==> src/rtl/lif_pkg.sv <==
// Shared definitions for the LIF neuron step controller.
// Register address map, FSM states and counter limit.
package lif_pkg;

  localparam logic [2:0] ADDR_W      = 3'd0;
  localparam logic [2:0] ADDR_SHIFT  = 3'd1;
  localparam logic [2:0] ADDR_TETA   = 3'd2;
  localparam logic [2:0] ADDR_X_STEP = 3'd3;
  localparam logic [2:0] ADDR_CLEAR  = 3'd4;

  localparam logic [7:0] COUNT_MAX = 8'd255;

  typedef enum logic {
    IDLE = 1'b0,
    EVAL = 1'b1
  } state_t;

endpackage

==> src/rtl/lif_step_controller_sat_counter.sv <==
// 8-bit saturating event counter.
// Synchronous clear wins over increment.
module sat_counter
  import lif_pkg::*;
(
  input  logic       clk,
  input  logic       rst_n,
  input  logic       clr,
  input  logic       inc,
  output logic [7:0] count
);

  always_ff @(posedge clk or negedge rst_n) begin
    if (!rst_n) begin
      count <= 8'd0;
    end else if (clr) begin
      count <= 8'd0;
    end else if (inc && (count != COUNT_MAX)) begin
      count <= count + 8'd1;
    end
  end

endmodule

==> src/rtl/lif_step_controller.sv <==
// Register front end and timestep sequencer for the LIF neuron.
// Closes the potential/spike feedback loop around the neuron.
module lif_step_controller
  import lif_pkg::*;
#(
  parameter int N_STAGE = 2,
  localparam int N  = 2 ** N_STAGE,
  localparam int UW = N_STAGE + 2
) (
  input  logic          clk,
  input  logic          rst_n,
  input  logic          wr_en,
  input  logic [2:0]    wr_addr,
  input  logic [7:0]    wr_data,
  output logic          wr_ready,
  output logic [N-1:0]  w,
  output logic [N-1:0]  x,
  output logic [2:0]    shift,
  output logic [UW-1:0] minus_teta,
  output logic [UW-1:0] previus_u,
  output logic          was_spike,
  input  logic [UW-1:0] u_out,
  input  logic          is_spike,
  output logic          step_valid,
  output logic          spike_out,
  output logic [7:0]    spike_count
);

  state_t state;
  logic   accept;
  logic   cnt_clr;
  logic   cnt_inc;
  logic   unused_wr_data;

  assign unused_wr_data = ^wr_data;

  assign wr_ready  = (state == IDLE);
  assign accept    = wr_en && wr_ready;
  assign spike_out = was_spike;
  assign cnt_clr   = accept && (wr_addr == ADDR_CLEAR);
  assign cnt_inc   = (state == EVAL) && is_spike;

  always_ff @(posedge clk or negedge rst_n) begin
    if (!rst_n) begin
      state      <= IDLE;
      w          <= '0;
      x          <= '0;
      shift      <= '0;
      minus_teta <= '0;
      previus_u  <= '0;
      was_spike  <= 1'b0;
      step_valid <= 1'b0;
    end else begin
      step_valid <= 1'b0;
      unique case (state)
        IDLE: begin
          if (accept) begin
            case (wr_addr)
              ADDR_W:     w          <= wr_data[N-1:0];
              ADDR_SHIFT: shift      <= wr_data[2:0];
              ADDR_TETA:  minus_teta <= wr_data[UW-1:0];
              ADDR_X_STEP: begin
                x     <= wr_data[N-1:0];
                state <= EVAL;
              end
              ADDR_CLEAR: begin
                previus_u <= '0;
                was_spike <= 1'b0;
              end
              default: ;
            endcase
          end
        end
        EVAL: begin
          // neuron inputs were stable all cycle; commit its result
          previus_u  <= u_out;
          was_spike  <= is_spike;
          step_valid <= 1'b1;
          state      <= IDLE;
        end
        default: state <= IDLE;
      endcase
    end
  end

  sat_counter u_cnt (
    .clk   (clk),
    .rst_n (rst_n),
    .clr   (cnt_clr),
    .inc   (cnt_inc),
    .count (spike_count)
  );

endmodule

==> config.mk <==
export PLATFORM = sky130hd
export DESIGN_NAME = lif_step_controller
export DESIGN_NICKNAME = d
export VERILOG_FILES = /design/src/rtl/lif_pkg.sv /design/src/rtl/lif_step_controller_sat_counter.sv /design/src/rtl/lif_step_controller.sv
export SDC_FILE = /design/constraint.sdc
export NUM_CORES = 1
export LEC_CHECK = 0
export ABC_AREA = 0
export BUFFER_PORTS_ARGS = -buffer_cell sky130_fd_sc_hd__buf_2
export CELL_PAD_IN_SITES_DETAIL_PLACEMENT = 1
export CELL_PAD_IN_SITES_GLOBAL_PLACEMENT = 1
export CORE_UTILIZATION = 36
export DETAILED_ROUTE_END_ITERATION = 10
export MAX_ROUTING_LAYER = met4
export PLACE_DENSITY_LB_ADDON = 0.15
export SLEW_MARGIN = 20
export SYNTH_ARGS = -nofsm -noshare
export SYNTH_HDL_FRONTEND = slang
export SYNTH_SLANG_ARGS = --single-unit
==> constraint.sdc <==
create_clock -name clk -period 1.7 [get_ports clk]
set_input_delay 0.17 -clock clk [delete_from_list [all_inputs] [get_ports clk]]
set_output_delay 0.17 -clock clk [all_outputs]
set_load 0.005 [all_outputs]
==> impl_metrics.json <==
{
  "startpoint_type": "flip-flop",
  "dp.cells": 194,
  "clock_latency_ns": 0.34,
  "ys_ff_latch": 30,
  "avgSynthCellArea_sq_um": 12.3,
  "dr_wl_met2_mm": 1.47,
  "crit-reg2reg-launch": "u_cnt.count[0]$_DFFE_PN0P_",
  "cap_violations": 0,
  "dr.max_layer_used": "met4",
  "r2r_end": "u_cnt.count[3]$_DFFE_PN0P_",
  "grt_pass1_wl_mm": 4.71,
  "synthCells": 104,
  "antenna_found_initial": 0,
  "final_core_util_pct": 49.0,
  "ys_warn_count": 0,
  "layout_commonest_cell": "buf_2",
  "port_buffers": 45,
  "fin_area_sq_mm": 0.00165,
  "seq_area_frac_synth_pct": 58.5,
  "p_leak_nw": 0.841,
  "clockBufferDepth": 2,
  "clock-root-buffer": "clkbuf_4",
  "cts.sinks": 30,
  "ctsResizeCount": 0,
  "drt-wirelength-per-cell_um": 15.0,
  "whs_ns": 0.0640,
  "status": "finished, final reports clean",
  "drtPass1Iterations": 4,
  "rsz0062_at_grt": "false",
  "core_area_sq_mm": 0.00336,
  "hold_path_class": "in -> reg",
  "dp_hpwl_mm": 2.31,
  "yosys.area.top_type_share_pct": 58.5,
  "num_vias": 1030,
  "max_freq_ghz": 0.649,
  "synth_area_leaders": "dfrtp_1 58%, mux2_2 13%, a22o_1 3.4%, nand3_1 3.1%, nor2_1 2.0%",
  "fin_skew_ns": 0.00834,
  "viasPerCell": 5.07,
  "die_area_sq_mm": 0.00381,
  "arrival_ns": 1.76,
  "place_area_sq_mm": 0.00156,
  "period_needed_ns": 1.54,
  "syn_nets": 124,
  "relSlewSlack_pct": 56.7,
  "cp_data_required_time_ns": 1.92,
  "grt_pass1_vias": 1031,
  "met1_length_mm": 1.35,
  "layout-drive-gt1-share_pct": 45.2,
  "final_max_slew_viol_count": 0,
  "holdPathEnd": "previus_u[3]$_DFFE_PN0P_",
  "end_kind": "flip-flop",
  "fin_ws_ns": 0.159,
  "drc": 0,
  "ir_drop_v": 0.000610,
  "pre_cts_ws_ns": 0.160,
  "pin_count": 50,
  "syn2layout_area_growth_pct": 28.3,
  "synth_top_area_cell": "dfrtp_1",
  "rr_worst_depth": 5,
  "grt_usage_pct": 18.4,
  "die_w_um": 61.7,
  "nNetsFinal": 176,
  "min_path_cells": 2,
  "synth_area_sq_mm": 0.00128,
  "totalWireLength_mm": 3.05,
  "path_class": "reg -> reg",
  "drt_iter0_drc": 29,
  "synth_cell_types": 28,
  "cts-htree-levels": 2,
  "cts_buffers": 5,
  "antenna_cells": 0,
  "fin_setup_tns_ns": 0,
  "critPathMaxFanout": 6,
  "overflow": 0,
  "row_count": 21,
  "power.total_mw": 1.73,
  "ant_nets": 0,
  "die_y_um": 61.7,
  "final_cells": 203,
  "r2r_slack_ns": 0.16,
  "cts_tree": "done",
  "grt_max_degree": 31,
  "met3RoutedLength_um": 161,
  "hp-start": "u_out[3]",
  "hold_violations": 0,
  "initial_core_util_pct": 38.2,
  "final_cell_mix": "45 x buf_2, 30 x dfrtp_1, 15 x mux2_2, 8 x nand3_1, 7 x nor2_1",
  "fin_crit_sh_pct": 90.6,
  "power.density_mw_per_mm2": 1050,
  "gp_congestion": 0.875,
  "setup_viol": 0,
  "path_clk_slew_ns": 0.09,
  "max_slew.worst_pin.slew_ns": 0.649
}
==> power breakdown <==
part	leakage, nW	switching, mW	internal (mW)
sequential	0.384	0.0578	0.819
combinational	0.412	0.128	0.168
clock	0.0450	0.257	0.304
total	0.841	0.443	1.29
==> layer usage <==
metal,vias up,GRT usage (%)
li1,488,-
met1,500,20.8
met2,34,29.5
met3,8,4.76
met4,0,10.5
met5,-,-
==> cell families after synthesis <==
family / Yosys count / share of synthesized area, %
flip-flops: 30 / 58.5
adder cells (fa/ha/maj): 1 / 0.975
buffers and inverters: 5 / 2.05
XOR/XNOR: 1 / 0.682
multiplexers: 15 / 13.2
AND/OR/NAND/NOR: 33 / 14.0
AO/OA/AOI/OAI: 19 / 10.6
==> worst max path at each step <==
stage | startpoint | end | slack [ns] | cells past startpoint
global placement | state$_DFF_PN0_ | minus_teta[0]$_DFFE_PN0P_ | 0.21 | 4
detailed placement | state$_DFF_PN0_ | minus_teta[2]$_DFFE_PN0P_ | 0.16 | 4
global route | u_cnt.count[0]$_DFFE_PN0P_ | u_cnt.count[5]$_DFFE_PN0P_ | 0.06 | 5
finish | u_cnt.count[0]$_DFFE_PN0P_ | u_cnt.count[3]$_DFFE_PN0P_ | 0.16 | 5
floorplan | state$_DFF_PN0_ | minus_teta[0]$_DFFE_PN0P_ | 0.25 | 5
CTS | state$_DFF_PN0_ | minus_teta[3]$_DFFE_PN0P_ | 0.14 | 4
==> sequential cells by signal (all words and copies together), names as in the netlist <==
name	count
spike_out	1
x	4
minus_teta	4
w	4
state	1
u_cnt.count	8
step_valid	1
shift	3
previus_u	4
==> worst max-delay path, stage by stage (launching register included) <==
cell and delay (ns):
dfrtp_1 0.43, ha_1 0.27, and3_1 0.21, a21o_1 0.24, o211ai_1 0.18, o31ai_1 0.09
==> cell type report <==
class / instances / area [sq um]
clock inverter: 3 / 40.0
fill: 415 / 1720
multi-input combinational: 69 / 507
inverter: 3 / 11.3
clock buffer: 5 / 37.5
sequential: 30 / 751
tap: 46 / 57.6
timing repair buffer: 47 / 243
==> timing repair <==
action                    in CTS  in global routing
setup buffers                  0                  0
hold buffers                   1                  0
hold endpoints to repair      30                  0
==> synth_stat cells <==
| master | n |
|---|---|
| nand3b_1 | 1 |
| a31oi_1 | 1 |
| o22ai_1 | 2 |
| nor4_1 | 1 |
| xnor2_1 | 1 |
| and4_1 | 1 |
| a211oi_1 | 2 |
| and2b_1 | 1 |
| buf_4 | 2 |
| nor2_2 | 1 |
| and3_1 | 3 |
| o21ai_0 | 3 |
| nand3_1 | 8 |
| mux2_2 | 15 |
| nor2_1 | 7 |
| o2111ai_1 | 1 |
| nor3b_4 | 1 |
| nand4_1 | 2 |
| o211ai_1 | 1 |
| a22o_1 | 5 |
| o31ai_1 | 1 |
| dfrtp_1 | 30 |
| inv_1 | 3 |
| nor3_1 | 1 |
| a21o_1 | 2 |
| a21oi_1 | 1 |
| nand2_1 | 6 |
| ha_1 | 1 |
Note: power is estimated with default switching activity, not from simulation.
